<file path="src/rtl/core_csr_ctrl.sv">
// -----------------------------------------------------------------------------
// core_csr_ctrl
// Sequencing stage between the execute stage and the CSR register file.
// Takes one CSR instruction (CSRRW/RS/RC and immediate forms) at a time,
// reads the target CSR, computes the new value, optionally writes it back,
// and returns the old value (or an illegal-access flag) to writeback.
//
// Handshakes: a transfer happens on a channel in the cycle where both valid
// and ready are high at the rising clock edge. A valid that has been raised
// without a matching ready is held stable, with its payload, by its source.
//
// Ports
//   clk, rst_n        core clock, asynchronous active-low reset
//   req_*             request channel from execute (op, addr, rs1 data,
//                     rs1==x0 flag, 5-bit immediate)
//   csr_rd_addr/data  combinational read port of the CSR file
//   csr_wr_*          write port of the CSR file
//   resp_*            response channel to writeback (old value, illegal)
//   dbg_state         current FSM state, for observation only
// -----------------------------------------------------------------------------
module core_csr_ctrl #(
   parameter int CSR_WIDTH  = 32,
   parameter int CSR_ADDR_W = 12
) (
   input  logic                  clk,
   input  logic                  rst_n,
   input  logic                  req_valid,
   output logic                  req_ready,
   input  logic [2:0]            req_op,
   input  logic [CSR_ADDR_W-1:0] req_addr,
   input  logic [CSR_WIDTH-1:0]  req_rs1_data,
   input  logic                  req_rs1_zero,
   input  logic [4:0]            req_zimm,
   output logic [CSR_ADDR_W-1:0] csr_rd_addr,
   input  logic [CSR_WIDTH-1:0]  csr_rd_data,
   output logic                  csr_wr_en,
   output logic [CSR_ADDR_W-1:0] csr_wr_addr,
   output logic [CSR_WIDTH-1:0]  csr_wr_data,
   output logic                  resp_valid,
   input  logic                  resp_ready,
   output logic [CSR_WIDTH-1:0]  resp_rdata,
   output logic                  resp_illegal,
   output logic [1:0]            dbg_state
);

   typedef enum logic [1:0] {
      S_IDLE  = 2'd0,
      S_READ  = 2'd1,
      S_WRITE = 2'd2,
      S_RESP  = 2'd3
   } state_t;

   state_t                  r_state;
   state_t                  w_next;

   logic [2:0]              r_op;
   logic [CSR_ADDR_W-1:0]   r_addr;
   logic [CSR_WIDTH-1:0]    r_operand;
   logic                    r_rs1_zero;
   logic [CSR_WIDTH-1:0]    r_rdata;
   logic [CSR_WIDTH-1:0]    r_wdata;
   logic                    r_illegal;

   logic [1:0]              w_kind;
   logic                    w_imm;
   logic                    w_wr_intent;
   logic                    w_read_only;
   logic                    w_illegal;
   logic                    w_do_write;
   logic [CSR_WIDTH-1:0]    w_new;

   // funct3[1:0] selects RW/RS/RC, funct3[2] selects the immediate form;
   // funct3[1:0]==0 covers both illegal encodings (0 and 4).
   assign w_kind = r_op[1:0];
   assign w_imm  = r_op[2];

   // For immediate ops the latched operand is the zero-extended zimm, so its
   // low five bits being nonzero is the same as zimm != 0.
   assign w_wr_intent = (w_kind == 2'd1) ||
                        ((w_kind != 2'd0) &&
                         (w_imm ? (r_operand[4:0] != 5'd0) : !r_rs1_zero));

   // Top two address bits 2'b11 mark the read-only CSR space.
   assign w_read_only = (r_addr[CSR_ADDR_W-1 -: 2] == 2'b11);
   assign w_illegal   = (w_kind == 2'd0) || (w_wr_intent && w_read_only);
   assign w_do_write  = w_wr_intent && !w_illegal;

   always_comb begin
      w_new = r_operand;
      case (w_kind)
         2'd2:    w_new = csr_rd_data | r_operand;
         2'd3:    w_new = csr_rd_data & ~r_operand;
         default: w_new = r_operand;
      endcase
   end

   always_comb begin
      w_next = r_state;
      case (r_state)
         S_IDLE:  if (req_valid)  w_next = S_READ;
         S_READ:  w_next = w_do_write ? S_WRITE : S_RESP;
         S_WRITE: w_next = S_RESP;
         S_RESP:  if (resp_ready) w_next = S_IDLE;
         default: w_next = S_IDLE;
      endcase
   end

   always_ff @(posedge clk or negedge rst_n) begin
      if (!rst_n) begin
         r_state    <= S_IDLE;
         r_op       <= 3'd0;
         r_addr     <= '0;
         r_operand  <= '0;
         r_rs1_zero <= 1'b0;
         r_rdata    <= '0;
         r_wdata    <= '0;
         r_illegal  <= 1'b0;
      end else begin
         r_state <= w_next;
         if (r_state == S_IDLE && req_valid) begin
            r_op       <= req_op;
            r_addr     <= req_addr;
            r_operand  <= req_op[2] ? {{(CSR_WIDTH-5){1'b0}}, req_zimm}
                                    : req_rs1_data;
            r_rs1_zero <= req_rs1_zero;
         end
         if (r_state == S_READ) begin
            r_rdata   <= w_illegal ? '0 : csr_rd_data;
            r_wdata   <= w_new;
            r_illegal <= w_illegal;
         end
      end
   end

   assign req_ready    = (r_state == S_IDLE);
   assign csr_rd_addr  = r_addr;
   assign csr_wr_en    = (r_state == S_WRITE);
   assign csr_wr_addr  = r_addr;
   assign csr_wr_data  = r_wdata;
   assign resp_valid   = (r_state == S_RESP);
   assign resp_rdata   = r_rdata;
   assign resp_illegal = r_illegal;
   assign dbg_state    = r_state;

endmodule

</file>
<file path="config.mk">
export PLATFORM = sky130hd
export DESIGN_NAME = core_csr_ctrl
export DESIGN_NICKNAME = d
export VERILOG_FILES = /design/src/rtl/core_csr_ctrl.sv
export SDC_FILE = /design/constraint.sdc
export NUM_CORES = 1
export LEC_CHECK = 0
export BUFFER_PORTS_ARGS = -buffer_cell sky130_fd_sc_hd__buf_4
export CAP_MARGIN = 15
export CORE_MARGIN = 1.5
export CORE_UTILIZATION = 33
export DETAILED_ROUTE_END_ITERATION = 10
export PLACE_DENSITY_LB_ADDON = 0.12
export SLEW_MARGIN = 30
export SYNTH_ARGS = -nofsm -noshare
export SYNTH_HDL_FRONTEND = slang
export SYNTH_SLANG_ARGS = --single-unit
</file>
<file path="constraint.sdc">
create_clock -name clk -period 3 [get_ports clk]
set_clock_uncertainty 0.15 [all_clocks]
set_input_delay 0.45 -clock clk [delete_from_list [all_inputs] [get_ports clk]]
set_output_delay 0.45 -clock clk [all_outputs]
set_load 0.02 [all_outputs]
</file>
Word-level counts from Yosys, hierarchy flattened
Index checks and enable logic that the tools add are counted.
{ "totals": {"regBits": 115, "latchBits": 0, "ramBits": 0, "mem_bits_ro": 0, "wordCells": 41, "mem_count": 0} }
{ "classes": {"addsub": 0, "n_mul": 0, "n_div": 0, "order_cmp": 0, "eq_ne": 9, "shift": 0, "n_mux": 8, "n_bitwise": 3, "n_reduce_logical": 13} }
{ "ops": {"columns": ["cell", "n"], "rows": [
  ["two-way mux 32 bit", 2],
  ["case mux 32 bit (2 select lines)", 1],
  ["bitwise AND 32 bit", 1],
  ["inverter 32 bit", 1],
  ["OR 32 bit", 1],
  ["== test 2 bit (second input constant)", 5],
  ["case mux 2 bit (4 select lines)", 1],
  ["nonzero test 5 bit", 1],
  ["== test 2 x 1 -> 1 bit (second input constant)", 2],
  ["logical AND 1 bit", 4],
  ["logical NOT 2 bit", 2],
  ["two-way mux 2 bit", 2],
  ["logical NOT 1 bit", 2],
  ["logical OR 1 bit", 2],
  ["two-way mux 1 bit", 2],
  ["inequality test 2 x 1 -> 1 bit (second input constant)", 1],
  ["inequality test 2 bit (second input constant)", 1],
  ["AND reduction 2 bit", 1],
  ["nonzero test 2 bit", 1]
]} }

Longest topological paths before layout
Gate-level depths: netlist of run 1.
{ "logic_depth": {"word_depth": 10, "ltp_mapped": 7, "ltp_nobuf": 5} }

Worst setup path before layout of run 1
OpenSTA, ideal clock, no wires.
{ "synth_timing": {"kind": "reg2reg", "startpoint": "register r_state[0] (netlist: dbg_state[0])", "endpoint": "register r_addr[0] (netlist: csr_rd_addr[0])", "arrival_ns": 1.847, "required_time_ns": 2.725, "path_slack_ns": 0.879, "path_stages_with_launch": 6, "n_path_buf": 1, "path_cell_list": "dfrtp_1 -> inv_1 -> ha_1 -> nand2_1 -> buf_1 -> mux2_2"} }
{ "synth_via": {"elab_chain_len": 2} }
{ "synth_rtl": {"columns": ["item", "line", "source"], "rows": [
  ["start: declaration", "53", "state_t r_state;"],
  ["start signal: assignment", "119", "r_state <= w_next;"],
  ["logical NOT 2 bit", null, null],
  ["named net req_ready", "28", "output logic req_ready,"],
  ["logical AND 1 bit", "120", "if (r_state == S_IDLE && req_valid) begin"],
  ["end signal: assignment", "122", "r_addr <= req_addr;"],
  ["end: declaration", "57", "logic [CSR_ADDR_W-1:0] r_addr;"]
]} }
The timed path passes the listed nets, and every way through them passes these cells.
A chain may end at the register's enable or synchronous reset.

Worst setup path after layout of run 1
{ "layout_timing": {"startpoint": "register r_state[1] (netlist: dbg_state[1])", "endpoint": "register r_rdata[0] (netlist: resp_rdata[0])"} }
{ "layout_via": {"elab_chain_len": 1} }
{ "layout_rtl": {"columns": ["item", "line", "source"], "rows": [
  ["== test 2 x 1 -> 1 bit", "127", "if (r_state == S_READ) begin"],
  ["end signal: assignment", "128", "r_rdata <= w_illegal ? '0 : csr_rd_data;"],
  ["end: declaration", "60", "logic [CSR_WIDTH-1:0] r_rdata;"]
]} }
Every way passes these cells.

==> impl_results.md, run 1 <==
* Data required, critical path at 3.13 ns
* Max Slew Vio Count at 0
* Final net count at approximately 740
* Die height at 129 um
* Async set-reset flop share out of synthesis at 1.00
* Primary FF master, synth: dfrtp_1
* Clk sinks at 115
* Synthesized net count at 569
* Top delay family on crit path: buffers and inverters
* Startpoint type of the worst setup path: flop
* Buf+Inv Stages, Crit Path at 3
* Vias after detailed routing at 4007
* N_diodes at 0
* Post CTS Setup Buffer Count at 0
* FILL cells at 1532
* WL final at 13800 um
* CTS Buf Count at 17
* Worst EP arrival at around 2.4 ns
* Commonest cells after routing, fill and taps aside: buf_4 (192), dfrtp_1 (114), nand2_1 (51), mux2i_1 (37), o21ai_0 (32)
* First-pass GRT wire length at approximately 22000 um
* Register area at ~2900 um^2
* Number of detailed-route iterations in the first pass at 4
* Slew @ Worst Pin at 0.624 ns
* Power Dens Cells at roughly 1200 nW/um^2
* Post-synth EDFFs at 0
* Initial drt markers at 199
* Sequential fraction of the synthesis area at 0.553
* Fin Hold WS at 0.116 ns
* Max_cap viols at 0
* Share of cells above drive strength 1 at 0.417
* IO Count at 183
* Root Buffer: clkbuf_16
* Initial antenna violation count at 0
* Netlist Area Pre-Place at around 5200 um^2
* Total track usage at 0.178
* Cell at the slowest stage of the critical path: dfrtp_1
* Post-route ant nets at 0
* Final hold vios at 0
* Critical Path, Cell by Cell: inv_1 > ha_4 > inv_1 > a2111oi_4 > buf_4 > nor2_1
* Achievable Freq at between 0.4 and 0.5 GHz
* Initial Util at 0.340
* Worst hold path class: input pin to flop
* P&R area growth vs syn at 39.9%
* H-Tree Level Count at 4
* Max Root-Sink Buffers at 2
* Most frequent CP cell: inv_1
* RSZ-0062 raised after global routing: no
* Vias per inst at 4.62
* Footprint of the multi-input gates at about 2100 um^2
* Crit end category: flop
* Row count at 45
* Mapped Avg Cell Area at ~11 um^2
* Netlist cell types at 29
* # port buffers at approximately 180
* Die area at between 15000 and 20000 um^2
* DP HPWL at 9600 um
* DRC at 0
* Fin crit share at 0.743
* Crit. path cell count at 6
* Kind of critical path: flop to flop
* Endpoints failing setup at 0
* Hold depth at 2
* Clk Latency, worst-skew pair at 0.41 ns
* GR Overflow Total at 0
* Maximum vdd drop at approximately 0.00055 V
* CTS tree: yes
* Slowest stage delay, CP at 0.43 ns
* Total Neg Setup Slack at 0 ns
* Crit Path Max Fanout at 34
* Leak Pwr at 3.50 nW
* Max_slew headroom at 0.584
* Yosys warns at 0
* Die X at 129 um
* Mean routed wirelength per cell at 15.9 um
* Placer congestion estimate at 0.732
* Yosys reg bits at ~120
* Final min period at roughly 2.2 ns
* Reg2Reg Depth at 6
* # resized after CTS at 0
* Largest net degree at the start of global routing at 51
* Commonest non-fill, non-tap cell in the layout: buf_4
* Core Region at around 15000 um^2
* Mapped Cells at 476
* CTS clock-pin slew for the worst setup and hold paths at 0.05 ns
* Status: finished clean
* Vias in the first global route at 4048
flip-flops by register name, indices dropped and copies added, names as in the netlist:
signal and flops:
resp_illegal 1, resp_rdata 32, r_rs1_zero 1, r_op 3, r_operand 32, csr_wr_data 32, csr_rd_addr 12, dbg_state 2
metal layers:
layer	global-route usage	part of all wire
met5	0	0
met4	0.0720	0.016
met3	0.0503	0.051
met2	0.279	0.47
met1	0.232	0.46
synthesized netlist by cell type (4+ instances only):
master    instances  area (um^2)
a211oi_1         14          105
a21o_1           15          113
a21oi_1          17         85.1
a31oi_1          18          113
buf_1             5         18.8
buf_4            12         90.1
buf_6             4         45.0
clkbuf_1         21         78.8
dfrtp_1         115         2880
ha_1              4         50.1
inv_1             4         15.0
mux2_2           16          180
mux2i_1          37          370
nand2_1          52          195
nand2b_1         29          181
nand3b_1         18          135
nor2_1           21         78.8
nor2_2           30          188
o21ai_0          32          160
report_power, final:
group | total [mW] | switching, mW | internal (mW)
clock | 1.92 | 0.659 | 1.26
sequential | 2.89 | 0.578 | 2.31
combinational | 4.01 | 2.24 | 1.77
total | 8.82 | 3.48 | 5.34
path summary, 6_finish.rpt:
path | from | slack, ns | to
setup / recovery | dbg_state[1] | 0.77 | resp_rdata[0]
hold / removal | req_addr[0] | 0.12 | csr_rd_addr[0]
setup reg to reg | dbg_state[1] | 0.77 | resp_rdata[0]
hold reg to reg | csr_wr_data[30] | 0.33 | csr_wr_data[30]
max in group asynchronous | rst_n | 1.48 | csr_wr_data[23]
min in group asynchronous | rst_n | 0.47 | r_operand[10]
kinds of logic after synthesis:
group | Yosys count | synth area share
AO/OA/AOI/OAI | 101 | 0.123
adder cells (fa/ha/maj) | 4 | 0.00962
multiplexers | 53 | 0.106
flip-flops | 115 | 0.553
buffers and inverters | 48 | 0.0496
AND/OR/NAND/NOR | 155 | 0.159
what timing repair did:
action	CTS	global route
hold endpoints to repair	45	0
endpoints found under the setup margin	0	0
hold buffers	1	0
final cells by class:
type / instances / area share
sequential: 115 / 0.396
multi-input combinational: 313 / 0.286
timing repair buffer: 194 / 0.202
clock buffer: 27 / 0.0719
tap: 211 / 0.0363
clock inverter: 4 / 0.00619
inverter: 4 / 0.00206
metrics by stage:
| stage | worst slack [ns] | util | cells | power (mW) | cell area [um^2] |
|---|---|---|---|---|---|
| finish | 0.771 | 0.475 | 868 | 8.82 | 7280 |
| global route | 0.564 | 0.475 | 868 | 9.42 | 7280 |
| CTS | 0.726 | 0.475 | 868 | 8.94 | 7280 |
| detailed placement | 0.771 | 0.438 | 836 | 6.98 | 6700 |
| global placement | 0.827 | 0.438 | 836 | 6.88 | 6700 |
| floorplan | 0.879 | - | 476 | 5.46 | 5200 |
worst reg2reg max path, delay by kind of cell, from the launching register on:
kind | cells | cell delay (ns)
buffers and inverters | 3 | 0.74
adders and majority gates | 1 | 0.43
and+or+nand+nor | 1 | 0.12
AOI/OAI and AO/OA | 1 | 0.24
DFF | 1 | 0.43
Power figures use the tool's default switching activity.
==> inputs of run 2 (changes only) <==
--- a/config.mk
+++ b/config.mk
@@ -5,6 +5,7 @@
 export SDC_FILE = /design/constraint.sdc
 export NUM_CORES = 1
 export LEC_CHECK = 0
+export ABC_AREA = 1
 export BUFFER_PORTS_ARGS = -buffer_cell sky130_fd_sc_hd__buf_4
 export CAP_MARGIN = 15
 export CORE_MARGIN = 1.5
==> constraint.sdc (replaced) <==
create_clock -name clk -period 1.96 [get_ports clk]
set_clock_uncertainty 0.15 [all_clocks]
set_input_delay 0.294 -clock clk [delete_from_list [all_inputs] [get_ports clk]]
set_output_delay 0.294 -clock clk [all_outputs]
set_load 0.02 [all_outputs]
==> impl_results.md, run 2 <==
* Vias per inst at 4.65
* Fin crit share at 0.947
* Switching Share at 0.407
* Commonest non-fill, non-tap cell in the layout: buf_4
* Final min period at 1.86 ns
* Top cells by area, synth: dfrtp_1 (58%), nand2_1 (13%), o21ai_0 (9.2%), a21oi_1 (3.4%), nand3_1 (3.3%)
* Total Neg Setup Slack at 0 ns
* Slowest stage delay, CP at 0.44 ns
* Power Dens Cells at 1620 nW/um^2
* Largest net degree at the start of global routing at 44
* Crit end category: output pin
* P&R area growth vs syn at 57.1%
* Primary FF master, synth: dfrtp_1
* Status: finished with violations
* Worst hold path class: input pin to flop
* Die area at 15800 um^2
* CTS Buf Count at 17
* Endpoints failing setup at 0
* M1 WL at 6830 um
* Total track usage at 0.196
* Total power at 12.7 mW
* Cell at the slowest stage of the critical path: dfrtp_1
* IO Count at approximately 180
* Cell taking the most area after synthesis: dfrtp_1
* Top Layer Used: met4
* Placed cell area at around 6500 um^2
* Max_cap viols at 0
* Placer congestion estimate at 0.826
* Commonest cells after routing, fill and taps aside: buf_4 (194), nand2_1 (176), dfrtp_1 (115), o21ai_0 (91), dlygate4sd3_1 (76)
* N_diodes at 0
* Max Root-Sink Buffers at 2
* # port buffers at about 180
* Synthesized net count at between 600 and 700
* RSZ-0062 raised after global routing: no
* Data required, critical path at about 1.5 ns
* Core Region at 14600 um^2
* First-pass GRT wire length at 24400 um
* Synth top area share at 0.579
* Failing checks: DRC
* Root Buffer: clkbuf_16
* Post-route ant nets at 0
* Yosys warns at 0
* Leak Pwr at 3.93 nW
* Mapped Cells at 571
* Post-Place Setup Slack at 0.272 ns
* CTS tree: yes
* Netlist Area Pre-Place at around 5000 um^2
* Die X at 126 um
* Yosys reg bits at 115
* GR Overflow Total at 0
* P_sw at between 5 and 6 mW
* Clk pwr share at 0.228
* # resized after CTS at 0
* Most instantiated cells after synthesis: nand2_1 (176), dfrtp_1 (115), o21ai_0 (91)
* Met3 wire length at 724 um
* WL final at roughly 15000 um
* Initial drt markers at around 340
* Final net count at 914
* Final instance area at a little under 8000 um^2
* Sequential power share at 0.318
* Share of cells above drive strength 1 at 0.282
* Crit Path Max Fanout at 6
* Initial antenna violation count at 0
* Netlist cell types at 22
* Startpoint type of the worst setup path: flop
* Die height at approximately 130 um
* Maximum vdd drop at 0.000758 V
* Internal cell power at 7.51 mW
* Post CTS Setup Buffer Count at 0
* Post-synth EDFFs at 0
* Critical Path, Cell by Cell: inv_1 > ha_1 > buf_4
* PnR worst setup slack at 0.104 ns
* Initial Util at 0.339
* DRC at 13
* Clk sinks at around 120
* Slew @ Worst Pin at 0.505 ns
* CTS clock-pin slew for the worst setup and hold paths at approximately 0.050 ns
* Sequential fraction of the synthesis area at 0.579
* H-Tree Level Count at 4
* Met2 wire len at 7140 um
* Worst EP arrival at between 1 and 1.5 ns
* Mapped Avg Cell Area at 8.70 um^2
* DP HPWL at 9880 um
* Vias after detailed routing at 4730
* Kind of critical path: flop to output pin
* Max Slew Vio Count at 0
* Clk Latency, worst-skew pair at 0.41 ns
* Async set-reset flop share out of synthesis at 1.00
* Vias in the first global route at 4758
* Max_slew headroom at 0.663
* Row count at 44
* Fin Hold WS at ~0.022 ns
* Count leader, synth: nand2_1
* Number of detailed-route iterations in the first pass at 7
* Achievable Freq at between 0.5 and 0.6 GHz
* Gate power share at 0.453
* Final hold vios at 0
* Mean routed wirelength per cell at roughly 15 um
-- run 2: cell count changes after synthesis, moves of 29 or more --
cell      delta
nand2_1    +124
nand3_1     +33
o21ai_0     +59
nor2_2      -29
nand2b_1    -29
mux2i_1     -37
inv_1       +37
-- run 2: what timing repair did --
action                                  CTS  global route
hold buffers                             76             0
hold endpoints to repair                107             0
endpoints found under the setup margin    0             0
-- run 2: per-layer routing --
layer / track usage / vias to the layer above
met5: 0 / -
met1: 0.260 / 2237
met2: 0.313 / 146
met4: 0.0780 / 0
met3: 0.0416 / 20
li1: - / 2327
-- run 2: power by group through the flow --
stage	combinational (mW)	clock [mW]	sequential, mW
global placement	5.61	0	4.02
floorplan	2.73	0	4.80
finish	5.74	2.89	4.03
CTS	5.81	2.94	4.04
detailed placement	5.67	0	4.07
global route	6.34	3.06	4.18
-- run 2: path summary, 6_finish.rpt --
check                           startpoint  slack [ns]             end  cells after the start
hold reg to reg             resp_rdata[24]        0.33  resp_rdata[24]                      2
setup reg to reg              dbg_state[0]        0.23    r_operand[8]                      6
min in group asynchronous            rst_n        0.24  resp_rdata[27]                      2
hold / removal             req_rs1_data[0]        0.02    r_operand[0]                      3
setup / recovery              dbg_state[0]        0.10       req_ready                      3
max in group asynchronous            rst_n        0.84   r_operand[19]                      3
-- run 2: final cells by class --
type / count / area [um^2]
clock buffers: 26 / 499
clock inverters: 5 / 50.0
flip-flops and latches: 115 / 2880
well taps: 184 / 230
multi-input cells: 369 / 1670
repair buffers: 275 / 2320
fillers: 1349 / 6840
inverters: 43 / 161
-- run 2: critical path, delay by kind of cell (launching register included) --
family                     cells  cell delay, ns
adders and majority gates      1            0.26
buffers and inverters          2            0.30
DFF                            1            0.44
-- run 2: stage by stage --
stage | util | cells
final | 0.533 | 1017
after global routing | 0.533 | 1017
after CTS | 0.533 | 1017
after detailed placement | 0.444 | 910
after global placement | 0.444 | 910
after floorplan | - | 571
-- run 2: logic make-up after synthesis --
group,Yosys count,share of synthesized area
and+or+nand+nor,225,0.183
AOI/OAI and AO/OA,140,0.143
DFF,115,0.579
buffers and inverters,87,0.0851
adders and majority gates,4,0.0101
==> inputs of run 3 (changes only) <==
--- a/config.mk
+++ b/config.mk
@@ -9,7 +9,7 @@
 export BUFFER_PORTS_ARGS = -buffer_cell sky130_fd_sc_hd__buf_4
 export CAP_MARGIN = 15
 export CORE_MARGIN = 1.5
-export CORE_UTILIZATION = 33
+export CORE_UTILIZATION = 30
 export DETAILED_ROUTE_END_ITERATION = 10
 export PLACE_DENSITY_LB_ADDON = 0.12
 export SLEW_MARGIN = 30
==> impl_results.md, run 3 (synthesized netlist as in run 2, its figures left out) <==
* Met1 usage at 0.227
* Worst hold path class: input pin to flop
* Die area at 17300 um^2
* Post-route ant nets at 0
* Number of detailed-route iterations in the first pass at 4
* Largest net degree at the start of global routing at 67
* # port buffers at about 180
* GR Overflow Total at 0
* Worst EP arrival at 1.38 ns
* PnR worst setup slack at 0.138 ns
* Row count at 46
* Final net count at 913
* Slew @ Worst Pin at approximately 0.44 ns
* Root Buffer: clkbuf_16
* Vias per inst at 4.54
* Core Region at 16100 um^2
* Startpoint type of the worst setup path: flop
* First-pass GRT wire length at 24600 um
* Commonest non-fill, non-tap cell in the layout: buf_4
* Vias in the first global route at 4850
* Die height at 132 um
* CTS tree: yes
* WL final at 15000 um
* CTS Buf Count at 17
* Mean routed wirelength per cell at 14.3 um
* Final min period at 1.82 ns
* GRT busiest layer: met2
* Initial Util at 0.309
* Power Dens Cells at 1620 nW/um^2
* Max_cap viols at 0
* Status: finished clean
* Crit end category: output pin
* Post-Place Setup Slack at 0.222 ns
* Post CTS Setup Buffer Count at 0
* Initial drt markers at 185
* Crit Path Max Fanout at 6
* Max_slew headroom at 0.706
* DRC at 0
* Final Non-Filler Cells at 1049
* Met2 Track Usage GR at 0.298
* Total track usage at 0.179
* Met3 GRT Util at 0.0409
* Initial antenna violation count at 0
* Maximum vdd drop at around 0.00082 V
* Total Neg Setup Slack at 0 ns
* Clk sinks at between 100 and 150
* Achievable Freq at 0.549 GHz
* Share of cells above drive strength 1 at 0.282
* Kind of critical path: flop to output pin
* H-Tree Level Count at 4
* DP HPWL at 9490 um
* Fin crit share at 0.930
* CTS clock-pin slew for the worst setup and hold paths at 0.06 ns
* Endpoints failing setup at 0
* Data required, critical path at 1.52 ns
* Placer congestion estimate at 0.766
* Commonest cells after routing, fill and taps aside: buf_4 (186), nand2_1 (176), dfrtp_1 (115), o21ai_0 (91), dlygate4sd3_1 (81)
* P&R area growth vs syn at 59.4%
* Leak Pwr at 3.93 nW
* Clk Latency, worst-skew pair at 0.41 ns
* R2R setup slack at 0.23 ns
* Max Root-Sink Buffers at 2
* IO Count at 183
* Final hold vios at 0
* Max Slew Vio Count at 0
* Vias after detailed routing at 4764
* Die X at 132 um
* N_diodes at 0
* Post-Place Cells at 936
* RSZ-0062 raised after global routing: no
[run 3: cell types whose count changed in the layout (fill, tap and decap cells not counted), sizes merged]
cell,change
buf,-6
bufinv,+1
clkbuf,-8
clkinvlp,+5
dlygate4sd3,+5
inv,+3
[run 3: final timing paths]
path / from / end / cells past startpoint
setup / recovery: dbg_state[0] / req_ready / 3
hold / removal: req_rs1_data[3] / r_operand[3] / 3
setup reg to reg: dbg_state[1] / r_operand[25] / 6
hold reg to reg: resp_rdata[5] / resp_rdata[5] / 2
max in group asynchronous: rst_n / csr_rd_addr[9] / 3
min in group asynchronous: rst_n / resp_rdata[30] / 3
[run 3: area by class of cell]
class	instances	area, um^2
fill	1527	8140
sequential	115	2880
timing repair buffer	274	2350
multi-input combinational	369	1670
clock buffer	18	439
tap	216	270
inverter	43	161
clock inverter	14	155
[run 3: stage by stage]
stage / power (mW) / hold slack [ns] / instance area (um^2) / util
6_report: 12.9 / 0.0261 / 7920 / 0.493
5_1_grt: 13.8 / 0.00714 / 7920 / 0.493
4_1_cts: 13.1 / 0.00168 / 7920 / 0.493
3_5_place_dp: 9.75 / 0.196 / 6520 / 0.406
3_3_place_gp: 9.67 / 0.195 / 6520 / 0.406
2_1_floorplan: 7.53 / -0.152 / 4970 / -
[run 3: timing repair]
action	4_1_cts	5_1_grt
hold endpoints to repair	193	0
hold buffers	81	0
gates resized for setup	0	0
[run 3: worst max-delay path, stage by stage, from the launching register on]
cell	delay (ns)
dfrtp_1	0.44
inv_1	0.11
ha_1	0.25
buf_4	0.17
[run 3: report_power, final]
group,internal (mW),leakage (nW),switching (mW)
clock network,1.92,0.276,1.17
logic,2.27,2.19,3.49
registers,3.39,1.46,0.629
total,7.58,3.93,5.29
[run 3: layer usage]
| layer | up-vias | part of all wire |
|---|---|---|
| met1 | 2273 | 0.45 |
| met3 | 19 | 0.046 |
| met2 | 142 | 0.49 |
| li1 | 2330 | - |
| met5 | - | 0 |
| met4 | 0 | 0.018 |
